### config.mk
export PLATFORM = sky130hd
export DESIGN_NAME = key_cmd_ctrl
export DESIGN_NICKNAME = d
export VERILOG_FILES = /design/src/rtl/key_cmd_ctrl_pkg.sv /design/src/rtl/key_cmd_ctrl_key_repeat.sv /design/src/rtl/key_cmd_ctrl.sv
export SDC_FILE = /design/constraint.sdc
export NUM_CORES = 1
export LEC_CHECK = 0
export ABC_AREA = 1
export ABC_CLOCK_PERIOD_IN_PS = 4100
export CAP_MARGIN = 5
export CORE_ASPECT_RATIO = 1.4
export CORE_MARGIN = 5
export CORE_UTILIZATION = 41
export CTS_BUF_LIST = sky130_fd_sc_hd__clkbuf_8
export DETAILED_ROUTE_END_ITERATION = 10
export GPL_ROUTABILITY_DRIVEN = 0
export GPL_TIMING_DRIVEN = 0
export SYNTH_ARGS = -nofsm -noshare
export SYNTH_HDL_FRONTEND = slang
export SYNTH_SLANG_ARGS = --single-unit
### constraint.sdc
create_clock -name clk -period 4.1 [get_ports clk]
set_input_delay 0.615 -clock clk [delete_from_list [all_inputs] [get_ports clk]]
set_output_delay 0.615 -clock clk [all_outputs]
set_load 0.03 [all_outputs]
### src/rtl/key_cmd_ctrl_pkg.sv
// Shared definitions for the keyboard-to-command controller and its consumers.
// Holds key channel assignments, the per-key FSM state encoding and the
// command bit positions the window and environment controllers slice out
// of cmd_pulse.
package key_cmd_ctrl_pkg;

    // Default number of key channels coming from the PS/2 parser
    localparam int NUM_KEYS_DEF = 16;

    // Key channel assignments (index i drives cmd_pulse bit i)
    localparam int KEY_UP    = 0;
    localparam int KEY_DOWN  = 1;
    localparam int KEY_LEFT  = 2;
    localparam int KEY_RIGHT = 3;
    localparam int KEY_E     = 4;
    localparam int KEY_R     = 5;
    localparam int KEY_SPACE = 8;
    localparam int KEY_IN    = 9;
    localparam int KEY_OUT   = 10;

    // Window controller command bits: the arrow keys pan the window
    localparam int WIN_UP_BIT    = KEY_UP;
    localparam int WIN_DOWN_BIT  = KEY_DOWN;
    localparam int WIN_LEFT_BIT  = KEY_LEFT;
    localparam int WIN_RIGHT_BIT = KEY_RIGHT;

    // Environment controller command bits: E and R edit the environment
    localparam int ENVO_E_BIT = KEY_E;
    localparam int ENVO_R_BIT = KEY_R;

    // Per-key press/repeat FSM states
    typedef enum logic [1:0] {
        KS_IDLE   = 2'd0,
        KS_DELAY  = 2'd1,
        KS_REPEAT = 2'd2,
        KS_HELD   = 2'd3
    } key_state_e;

endpackage

### src/rtl/key_cmd_ctrl_key_repeat.sv
// Single-key press detector with optional auto-repeat.
// A rising edge on the key emits one pulse. With repeat enabled the key then
// waits REPEAT_DELAY cycles (measured pulse to pulse) before emitting a
// pulse every REPEAT_RATE cycles for as long as it stays held.
module key_repeat
    import key_cmd_ctrl_pkg::*;
#(
    parameter int CW           = 24,
    parameter int REPEAT_DELAY = 12_500_000,
    parameter int REPEAT_RATE  = 2_500_000,
    parameter bit EN_REPEAT    = 1'b1
) (
    input  logic clk,
    input  logic rst,
    input  logic key,
    input  logic key_prev,
    output logic pulse
);

    // Counter load values: the counter runs down to zero inclusive, so a
    // load of N-1 yields a pulse spacing of exactly N cycles.
    localparam logic [CW-1:0] DELAY_LOAD = CW'(REPEAT_DELAY - 1);
    localparam logic [CW-1:0] RATE_LOAD  = CW'(REPEAT_RATE - 1);

    key_state_e    state_q, state_d;
    logic [CW-1:0] cnt_q, cnt_d;
    logic          pulse_q, pulse_d;

    // Next-state logic: release always wins and returns to idle silently;
    // the counter is only decremented while nonzero and reloads at zero.
    always_comb begin
        state_d = state_q;
        cnt_d   = cnt_q;
        pulse_d = 1'b0;
        case (state_q)
            KS_IDLE: begin
                if (key && !key_prev) begin
                    pulse_d = 1'b1;
                    if (EN_REPEAT) begin
                        state_d = KS_DELAY;
                        cnt_d   = DELAY_LOAD;
                    end else begin
                        state_d = KS_HELD;
                    end
                end
            end
            KS_DELAY: begin
                if (!key) begin
                    state_d = KS_IDLE;
                    cnt_d   = '0;
                end else if (cnt_q == '0) begin
                    pulse_d = 1'b1;
                    cnt_d   = RATE_LOAD;
                    state_d = KS_REPEAT;
                end else begin
                    cnt_d = cnt_q - 1'b1;
                end
            end
            KS_REPEAT: begin
                if (!key) begin
                    state_d = KS_IDLE;
                    cnt_d   = '0;
                end else if (cnt_q == '0) begin
                    pulse_d = 1'b1;
                    cnt_d   = RATE_LOAD;
                end else begin
                    cnt_d = cnt_q - 1'b1;
                end
            end
            KS_HELD: begin
                if (!key) begin
                    state_d = KS_IDLE;
                end
            end
            default: begin
                state_d = KS_IDLE;
                cnt_d   = '0;
            end
        endcase
    end

    // FSM, counter and pulse registers with synchronous reset
    always_ff @(posedge clk) begin
        if (rst) begin
            state_q <= KS_IDLE;
            cnt_q   <= '0;
            pulse_q <= 1'b0;
        end else begin
            state_q <= state_d;
            cnt_q   <= cnt_d;
            pulse_q <= pulse_d;
        end
    end

    assign pulse = pulse_q;

endmodule

### src/rtl/key_cmd_ctrl.sv
// Keyboard-to-command controller.
// Turns held-key levels into one-cycle command pulses (one key_repeat per
// channel), toggles the run/edit mode on the mode key and maintains a
// saturating power-of-two view_width zoom register.
module key_cmd_ctrl
    import key_cmd_ctrl_pkg::*;
#(
    parameter int                  NUM_KEYS     = NUM_KEYS_DEF,
    parameter int                  CW           = 24,
    parameter int                  REPEAT_DELAY = 12_500_000,
    parameter int                  REPEAT_RATE  = 2_500_000,
    parameter logic [NUM_KEYS-1:0] REPEAT_MASK  = NUM_KEYS'(16'h00FF),
    parameter int                  MODE_IDX     = KEY_SPACE,
    parameter int                  ZIN_IDX      = KEY_IN,
    parameter int                  ZOUT_IDX     = KEY_OUT,
    parameter int                  ZW           = 8,
    parameter int                  ZOOM_MIN     = 8,
    parameter int                  ZOOM_MAX     = 128,
    parameter int                  ZOOM_INIT    = 32
) (
    input  logic                clk,
    input  logic                rst,
    input  logic [NUM_KEYS-1:0] keys,
    output logic [NUM_KEYS-1:0] cmd_pulse,
    output logic                mode,
    output logic [ZW-1:0]       view_width
);

    // Zoom bounds at the widened compare width and at the register width
    localparam logic [ZW:0]   ZMIN_WIDE = (ZW + 1)'(ZOOM_MIN);
    localparam logic [ZW:0]   ZMAX_WIDE = (ZW + 1)'(ZOOM_MAX);
    localparam logic [ZW-1:0] ZMIN_REG  = ZW'(ZOOM_MIN);
    localparam logic [ZW-1:0] ZMAX_REG  = ZW'(ZOOM_MAX);
    localparam logic [ZW-1:0] ZINIT_REG = ZW'(ZOOM_INIT);

    logic [NUM_KEYS-1:0] key_prev_q;
    logic [NUM_KEYS-1:0] pulse_w;
    logic                mode_q, mode_d;
    logic [ZW-1:0]       view_width_q, view_width_d;
    logic [ZW:0]         zin_wide, zout_wide;
    logic                zin_pulse, zout_pulse;

    // One press/repeat engine per key channel
    for (genvar i = 0; i < NUM_KEYS; i++) begin : g_key
        key_repeat #(
            .CW           (CW),
            .REPEAT_DELAY (REPEAT_DELAY),
            .REPEAT_RATE  (REPEAT_RATE),
            .EN_REPEAT    (REPEAT_MASK[i])
        ) u_key_repeat (
            .clk      (clk),
            .rst      (rst),
            .key      (keys[i]),
            .key_prev (key_prev_q[i]),
            .pulse    (pulse_w[i])
        );
    end

    assign zin_pulse  = pulse_w[ZIN_IDX];
    assign zout_pulse = pulse_w[ZOUT_IDX];

    // Shifts are done one bit wider than the register so doubling the
    // largest value cannot wrap before the clamp sees it.
    assign zin_wide  = {1'b0, view_width_q} >> 1;
    assign zout_wide = {1'b0, view_width_q} << 1;

    // Mode and zoom next-state: act on last cycle's registered pulses;
    // opposing zoom pulses in the same cycle cancel.
    always_comb begin
        mode_d       = mode_q;
        view_width_d = view_width_q;
        if (pulse_w[MODE_IDX]) begin
            mode_d = ~mode_q;
        end
        if (zin_pulse && !zout_pulse) begin
            view_width_d = (zin_wide < ZMIN_WIDE) ? ZMIN_REG : zin_wide[ZW-1:0];
        end else if (zout_pulse && !zin_pulse) begin
            view_width_d = (zout_wide > ZMAX_WIDE) ? ZMAX_REG : zout_wide[ZW-1:0];
        end
    end

    // key_prev tracks keys even during reset, so a key held across reset
    // release is not mistaken for a fresh press.
    always_ff @(posedge clk) begin
        key_prev_q <= keys;
        if (rst) begin
            mode_q       <= 1'b0;
            view_width_q <= ZINIT_REG;
        end else begin
            mode_q       <= mode_d;
            view_width_q <= view_width_d;
        end
    end

    assign cmd_pulse  = pulse_w;
    assign mode       = mode_q;
    assign view_width = view_width_q;

endmodule
==> results.tsv, run 1 <==
stage	metric	value	unit
outcome	run_status	complete, no violations	
floorplan	die_height	318	um
power	swShare	48.2	%
routing	route.final.wire_length	74600	um
grt	grt_pass1_vias	25300	
layout	fillerInstances	7231	
worst_setup_path	startpoint	g_key[9].u_key_repeat.pulse	
cts	cts-hold-fix-buffers	0	
worst_setup_path	timing.rr.start	g_key[8].u_key_repeat.state_q[0]	
yosys	sequential_area_share_after_synthesis	32.9	%
yosys	synthFlopType	sky130_fd_sc_hd__dfxtp_1	
grt	grt_pass1_wl	122000	um
cts	clock_tree.buffer_depth	3	
floorplan	top_ports	43	
worst_setup_path	r2r_cells	8	
cts	clk-insertion-delay-late	0.68	ns
cts	cts.clk_slew.worst_paths	0.06	ns
layout	final_net_count	4468	
run	drv.max_cap_violation_count	0	
worst_setup_path	worst_path_max_delay_cell	sky130_fd_sc_hd__clkdlybuf4s50_1	
worst_setup_path	worst-path-max-fanout	2	
power	power.switching	12.5	mW
timing	timing_max_transition_violations_final	0	
worst_setup_path	timing.critical_path.required	3.48	ns
grt	gr-usage-all-layers	19.7	%
yosys	netlist.area_leader.share	32.9	%
grt	grt_max_degree	11	
floorplan	die_area	0.0732	mm2
yosys	synth_async_sr_flop_share	0	%
timing	finalWorstSetupSlack	1.53	ns
cts	clock_tree_sinks	457	
yosys	number_of_distinct_library_cell_variants_in_the_gate_level_netlist_after_synthesis	51	
timing	finalCritPeriodShare	62.6	%
yosys	ys_top_cells_by_area	sky130_fd_sc_hd__dfxtp_1 33%, sky130_fd_sc_hd__nand2_1 12%, sky130_fd_sc_hd__nor2_1 10%	
worst_setup_path	critical_path_cell_count	2	
timing	max_freq	390	MHz
routing	antenna_left	0	
layout	area_growth	11.6	%
placement	post-place-ws	1.31	ns
layout	area_of_the_multi_input_gates	0.0165	mm2
power	intPower	13.5	mW
placement	final_hpwl_dp	54700	um
grt	overflow	0	
routing	drcViolationCount	0	
worst_setup_path	crit_path_cell_trace	buf_4 -> clkdlybuf4s50_1	
power	vdd_ir_drop_max	0.343	mV
yosys	synth_edf_count	0	
cts	h-tree-depth	3	
yosys	post_synth_inst_count	4215	
power	combPwrFrac	55.1	%
cts	cts_made_buffers	79	
worst_setup_path	critical_path_buf_inv_count	2	
yosys	syn_avg_cell_area	6.59	um2
placement	numPortBuffers	41	
worst_setup_path	setup.worst_path.start_class	register	
power	power.sequential.fraction	27.2	%
yosys	synth_top_cell_by_area	sky130_fd_sc_hd__dfxtp_1	
floorplan	rows	113	
cts	postCtsSetupBuffers	0	
layout	sequential_cell_area	0.00915	mm2
routing	drt_pass1_iterations	6	
timing	timing_worst_slew_pin_value	1.30	ns
cts	post_cts_resized	0	
power	clock_power_share	17.7	%
floorplan	initial_core_util	41.1	%
power	leak_pwr	14.2	nW
worst_hold_path	worst_hold_startpoint	keys[3]	
timing	timing.final.hold_violations	0	
layout	layout_cells_sized_above_1	9.07	%
timing	slew_headroom	13.6	%
cts	cts_tree	done	
timing	timing.final.setup_violations	0	
floorplan	core_area	0.0676	mm2
routing	wl_per_cell	14.2	um
worst_setup_path	setup.worst_path.class	reg -> out	
yosys	synth.ff_latch_count	457	
timing	period_needed	2.57	ns
timing	grt_setup_unrepaired	no	
routing	dr.first_iter.drc_count	1125	
grt	grt_antenna_before_repair	2	
routing	post_drt_via_cell_ratio	4.99	
floorplan	die_x	230	um
worst_setup_path	critPathTopFamily	buffers and inverters	
yosys	mappedNetlistNets	4346	
worst_hold_path	hold_depth	1	
routing	vias	26300	
power	power.total	26.0	mW
worst_setup_path	critical-path-max-stage-delay	0.67	ns
worst_setup_path	setup.worst_path.end_class	output pin	
yosys	synth.cell_area	0.0278	mm2
timing	setup_clock_skew_after_layout	0.0288	ns
timing	timing.setup.tns	0	ns
worst_hold_path	timing.hold.worst.class	in -> reg	
worst_setup_path	arrival	1.95	ns
power	power_density	839	mW/mm2
cts	ctsRootBufferMaster	sky130_fd_sc_hd__clkbuf_8	
yosys	yosys_warnings	0	
timing	timing.hold.ws	0.438	ns
-- cell usage after synthesis, types with 24 or more instances --
| library cell | number |
|---|---|
| sky130_fd_sc_hd__dfxtp_1 | 457 |
| sky130_fd_sc_hd__xnor2_1 | 78 |
| sky130_fd_sc_hd__o21ai_0 | 244 |
| sky130_fd_sc_hd__nor3_1 | 55 |
| sky130_fd_sc_hd__nand4_1 | 51 |
| sky130_fd_sc_hd__nor2_1 | 741 |
| sky130_fd_sc_hd__nor2_2 | 81 |
| sky130_fd_sc_hd__nor2_4 | 24 |
| sky130_fd_sc_hd__nand2_2 | 31 |
| sky130_fd_sc_hd__inv_1 | 409 |
| sky130_fd_sc_hd__a21oi_1 | 344 |
| sky130_fd_sc_hd__nand3_1 | 302 |
| sky130_fd_sc_hd__clkbuf_1 | 47 |
| sky130_fd_sc_hd__ha_1 | 113 |
| sky130_fd_sc_hd__nand2_1 | 868 |
| sky130_fd_sc_hd__buf_2 | 32 |
| sky130_fd_sc_hd__xor2_1 | 121 |
-- metrics by stage --
step                      util, %  cell area [um2]  instances
final                        45.9            31000       5263
after global placement       43.3            29300       5118
after detailed placement     43.3            29300       5118
after global routing         45.9            31000       5263
after CTS                    45.9            31000       5262
after floorplan                 -            27800       4215
-- area by class of cell --
class,instances,area share [%]
clock inverters,47,1.29
multi-input cells,3217,53.1
flip-flops and latches,457,29.5
inverters,433,5.24
plain buffers,108,1.73
clock buffers,97,4.30
diodes,1,0.00807
well taps,862,3.48
repair buffers,41,1.32
-- final timing paths --
path / slack, ns / to
worst max-delay path: 1.53 / cmd_pulse[9]
worst min-delay path: 0.44 / key_prev_q[3]
worst max register to register: 1.81 / g_key[8].u_key_repeat.pulse
worst min register to register: 0.47 / g_key[15].u_key_repeat.cnt_q[22]
-- worst reg2reg max path, cell delays in order (launching register included) --
cell,delay [ns]
sky130_fd_sc_hd__dfxtp_1,0.39
sky130_fd_sc_hd__inv_1,0.10
sky130_fd_sc_hd__ha_1,0.46
sky130_fd_sc_hd__nand2_1,0.25
sky130_fd_sc_hd__inv_2,0.24
sky130_fd_sc_hd__nand4_2,0.25
sky130_fd_sc_hd__inv_2,0.25
sky130_fd_sc_hd__a21oi_1,0.09
sky130_fd_sc_hd__nor3_2,0.17
-- registers in the layout, summed over array words and instances (netlist names) --
register,count
g_key.u_key_repeat.state_q,32
view_width,8
key_prev_q,16
g_key.u_key_repeat.cnt_q,384
g_key.u_key_repeat.pulse,16
mode,1
-- power by group through the flow --
| stage | clock (mW) | combinational (mW) | sequential, mW |
|---|---|---|---|
| 2_1_floorplan | 0 | 11.5 | 6.85 |
| 3_3_place_gp | 0 | 14.2 | 7.14 |
| 3_5_place_dp | 0 | 14.3 | 7.14 |
| 4_1_cts | 4.80 | 14.4 | 7.07 |
| 5_1_grt | 4.98 | 16.4 | 7.27 |
| 6_report | 4.62 | 14.3 | 7.08 |
-- logic make-up after synthesis --
logic type                 synth area share [%]
buffers and inverters                      7.78
AOI/OAI and AO/OA                          12.1
xor gates and xnor gates                   6.27
DFF                                        32.9
adders and majority gates                  5.09
and+or+nand+nor                            35.9
-- layout by cell type, fill, tap and decap left out, types with 7 or more instances in the layout --
| cell | synthesis | layout |
|---|---|---|
| sky130_fd_sc_hd__nor3_1 | 55 | 55 |
| sky130_fd_sc_hd__a31oi_1 | 10 | 10 |
| sky130_fd_sc_hd__clkdlybuf4s50_1 | 0 | 41 |
| sky130_fd_sc_hd__xnor2_1 | 78 | 78 |
| sky130_fd_sc_hd__nor2_4 | 24 | 24 |
| sky130_fd_sc_hd__buf_4 | 23 | 23 |
| sky130_fd_sc_hd__clkbuf_1 | 47 | 47 |
| sky130_fd_sc_hd__bufinv_16 | 0 | 7 |
| sky130_fd_sc_hd__nor3_2 | 10 | 10 |
| sky130_fd_sc_hd__clkbuf_8 | 0 | 97 |
| sky130_fd_sc_hd__inv_1 | 409 | 429 |
| sky130_fd_sc_hd__and2_1 | 8 | 8 |
| sky130_fd_sc_hd__or2_0 | 11 | 11 |
| sky130_fd_sc_hd__nand3_2 | 10 | 10 |
| sky130_fd_sc_hd__nand3_1 | 302 | 302 |
| sky130_fd_sc_hd__nor2_2 | 81 | 81 |
| sky130_fd_sc_hd__xor2_1 | 121 | 121 |
| sky130_fd_sc_hd__a21oi_1 | 344 | 344 |
| sky130_fd_sc_hd__o21ai_1 | 8 | 8 |
| sky130_fd_sc_hd__inv_2 | 22 | 22 |
| sky130_fd_sc_hd__ha_1 | 113 | 113 |
| sky130_fd_sc_hd__dfxtp_1 | 457 | 457 |
| sky130_fd_sc_hd__a22oi_1 | 11 | 11 |
| sky130_fd_sc_hd__nand2_1 | 868 | 868 |
| sky130_fd_sc_hd__nand2_2 | 31 | 31 |
| sky130_fd_sc_hd__buf_2 | 32 | 32 |
| sky130_fd_sc_hd__nand4_1 | 51 | 51 |
| sky130_fd_sc_hd__nor2_1 | 741 | 741 |
| sky130_fd_sc_hd__nand3b_1 | 13 | 13 |
| sky130_fd_sc_hd__o21bai_1 | 8 | 8 |
| sky130_fd_sc_hd__or2_2 | 21 | 21 |
| sky130_fd_sc_hd__clkinv_2 | 0 | 14 |
| sky130_fd_sc_hd__o22ai_1 | 10 | 10 |
| sky130_fd_sc_hd__o21ai_0 | 244 | 244 |
-- layer usage --
layer / GRT usage [%] / vias to the layer above / part of all wire, %
met1: 22.2 / 11900 / 42
met3: 3.39 / 160 / 4.0
li1: - / 13800 / -
met4: 7.75 / 2 / 3.4
met2: 36.8 / 406 / 51
met5: 0 / - / 0.0094
No activity file was read; power rests on OpenSTA's default activity.
==> run 2: changes to the inputs <==
--- a/config.mk
+++ b/config.mk
@@ -6,7 +6,7 @@
 export NUM_CORES = 1
 export LEC_CHECK = 0
 export ABC_AREA = 1
-export ABC_CLOCK_PERIOD_IN_PS = 4100
+export ABC_CLOCK_PERIOD_IN_PS = 2160
 export CAP_MARGIN = 5
 export CORE_ASPECT_RATIO = 1.4
 export CORE_MARGIN = 5
==> constraint.sdc (replaced) <==
create_clock -name clk -period 2.16 [get_ports clk]
set_input_delay 0.324 -clock clk [delete_from_list [all_inputs] [get_ports clk]]
set_output_delay 0.324 -clock clk [all_outputs]
set_load 0.03 [all_outputs]
==> results.tsv, run 2 (synthesized netlist as in run 1, its figures left out) <==
stage	metric	value	unit	change
routing	vias	26300		+0.17%
cts	clock_tree_sinks	457		unchanged
worst_setup_path	worst-r2r-setup-slack	0.15	ns	-1.66 ns
cts	clock_tree.buffer_depth	3		unchanged
floorplan	rows	113		unchanged
timing	grt_setup_unrepaired	no		
worst_hold_path	hold_depth	1		unchanged
layout	fillerInstances	7233		+0.028%
worst_setup_path	r2r_end	g_key[12].u_key_repeat.cnt_q[15]		
routing	antenna_left	0		unchanged
placement	final_hpwl_dp	54700	um	unchanged
grt	grt_max_degree	11		unchanged
worst_setup_path	setup.worst_path.start_class	register		
timing	timing.final.hold_violations	0		unchanged
timing	max_freq	482	MHz	
worst_hold_path	holdPathEnd	key_prev_q[3]		
grt	overflow	0		unchanged
run	drv.max_cap_violation_count	0		unchanged
floorplan	die_height	318	um	unchanged
worst_setup_path	arrival	1.75	ns	-0.20 ns
grt	grt_pass1_wl	122000	um	about the same
cts	ctsRootBufferMaster	sky130_fd_sc_hd__clkbuf_8		
worst_setup_path	r2r_cells	9		+1
floorplan	die_x	230	um	unchanged
layout	area_of_the_multi_input_gates	0.0165	mm2	+0.20%
worst_setup_path	setup.worst_path.class	reg -> out		
worst_setup_path	timing.critical_path.required	1.84	ns	-1.64 ns
timing	setup_clock_skew_after_layout	0.0297	ns	+0.000954 ns
layout	sequential_cell_area	0.00915	mm2	unchanged
cts	clk-insertion-delay-late	0.68	ns	about the same
grt	grt_pass1_vias	25300		+0.0040%
floorplan	core_area	0.0676	mm2	unchanged
timing	timing_max_transition_violations_final	0		unchanged
timing	timing.final.setup_violations	0		unchanged
routing	wl_per_cell	14.1	um	-0.17%
floorplan	die_area	0.0732	mm2	unchanged
power	leak_pwr	14.3	nW	+0.47%
worst_hold_path	worst_hold_startpoint	keys[3]		
cts	cts_made_buffers	79		unchanged
outcome	run_status	complete, no violations		
worst_setup_path	worst-path-max-fanout	1		-1
power	power_density	1590	mW/mm2	+90%
routing	drt_pass1_iterations	5		-1
floorplan	initial_core_util	41.1	%	unchanged
worst_setup_path	timing.rr.start	g_key[12].u_key_repeat.state_q[0]		
timing	finalCritPeriodShare	96.1	%	
layout	flip_flop_count_of_the_largest_register_all_copies_and_words_added	384		unchanged
layout	top_regs	g_key.u_key_repeat.cnt_q: 384 flops, g_key.u_key_repeat.state_q: 32 flops		
timing	slew_headroom	14.4	%	+0.79 points
cts	cts-hold-fix-buffers	0		unchanged
routing	dr.first_iter.drc_count	1216		+8.1%
worst_setup_path	setup.worst_path.end_class	output pin		
routing	drcViolationCount	0		unchanged
layout	final_net_count	4471		+0.067%
placement	numPortBuffers	41		unchanged
routing	post_drt_via_cell_ratio	5.00		+0.11%
timing	period_needed	2.08	ns	
worst_hold_path	timing.hold.worst.class	in -> reg		
floorplan	top_ports	43		unchanged
layout	top_register	g_key.u_key_repeat.cnt_q		
cts	cts.clk_slew.worst_paths	0.06	ns	about the same
timing	timing.setup.tns	0	ns	unchanged
cts	cts_tree	done		
grt	gr-usage-all-layers	19.7	%	about the same
power	vdd_ir_drop_max	0.652	mV	+90%
layout	final_cell_mix	864 x sky130_fd_sc_hd__nand2_1, 741 x sky130_fd_sc_hd__nor2_1, 457 x sky130_fd_sc_hd__dfxtp_1, 426 x sky130_fd_sc_hd__inv_1, 343 x sky130_fd_sc_hd__a21oi_1		
layout	area_growth	11.8	%	
cts	h-tree-depth	3		unchanged
grt	grt_antenna_before_repair	2		unchanged
layout	layout_cells_sized_above_1	9.38	%	+0.31 points
routing	route.final.wire_length	74500	um	-0.11%
layout	mostFrequentLayoutCell	sky130_fd_sc_hd__nand2_1		
timing	timing.hold.ws	0.146	ns	-0.293 ns
timing	timing_worst_slew_pin_value	1.28	ns	-0.0119 ns
run 2: layout make-up:
class | count | share of cell area (%)
multi-input combinational | 3217 | 53.2
timing repair buffer | 44 | 1.33
tap | 862 | 3.47
antenna | 1 | 0.00806
inverter | 433 | 5.25
sequential | 457 | 29.5
clock buffer | 97 | 4.30
buffer | 108 | 1.73
clock inverter | 47 | 1.29
run 2: how the worst max path moves through the flow:
stage	startpoint	to	slack [ns]	depth (start not counted)
after floorplan	g_key[12].u_key_repeat.state_q[0]	g_key[12].u_key_repeat.cnt_q[13]	0.47	9
after global placement	rst	g_key[2].u_key_repeat.pulse	-0.34	4
after detailed placement	rst	g_key[4].u_key_repeat.pulse	-0.34	6
after CTS	g_key[7].u_key_repeat.pulse	cmd_pulse[7]	0.006	2
after global routing	g_key[12].u_key_repeat.state_q[0]	g_key[12].u_key_repeat.cnt_q[13]	0.002	9
final	g_key[7].u_key_repeat.pulse	cmd_pulse[7]	0.08	2
run 2: where the power goes:
group | switching [mW] | total, mW | internal (mW)
clock network | 3.85 | 8.77 | 4.91
logic | 17.5 | 27.3 | 9.83
registers | 2.54 | 13.4 | 10.9
run 2: layer usage:
layer  vias to the layer above  routed length [um]  track usage, %
li1                      13800                   -               -
met1                     12000               31200            22.2
met2                       428               37800            36.8
met3                       149                3070            3.37
met4                         2                2430            7.71
met5                         -                   7               0
run 2: what timing repair did:
item                                    in CTS  in global routing
resized for setup                           22                 10
pin swaps                                    0                  2
endpoints found under the setup margin      33                 51
setup buffers                                0                  3
run 2: worst max-delay path, stage by stage (launching register included):
cell	delay, ns
sky130_fd_sc_hd__dfxtp_1	0.32
sky130_fd_sc_hd__buf_4	0.10
sky130_fd_sc_hd__clkdlybuf4s50_1	0.66
run 2: stage by stage:
stage	total power [mW]	utilization, %	setup slack, ns	cell area (um2)	instances
floorplan	34.8	-	0.467	27800	4215
global placement	40.5	43.3	-0.344	29300	5118
detailed placement	40.8	43.3	-0.341	29300	5118
CTS	49.8	45.9	0.00551	31000	5262
global route	54.5	46.0	0.00232	31100	5266
finish	49.5	46.0	0.0843	31100	5266
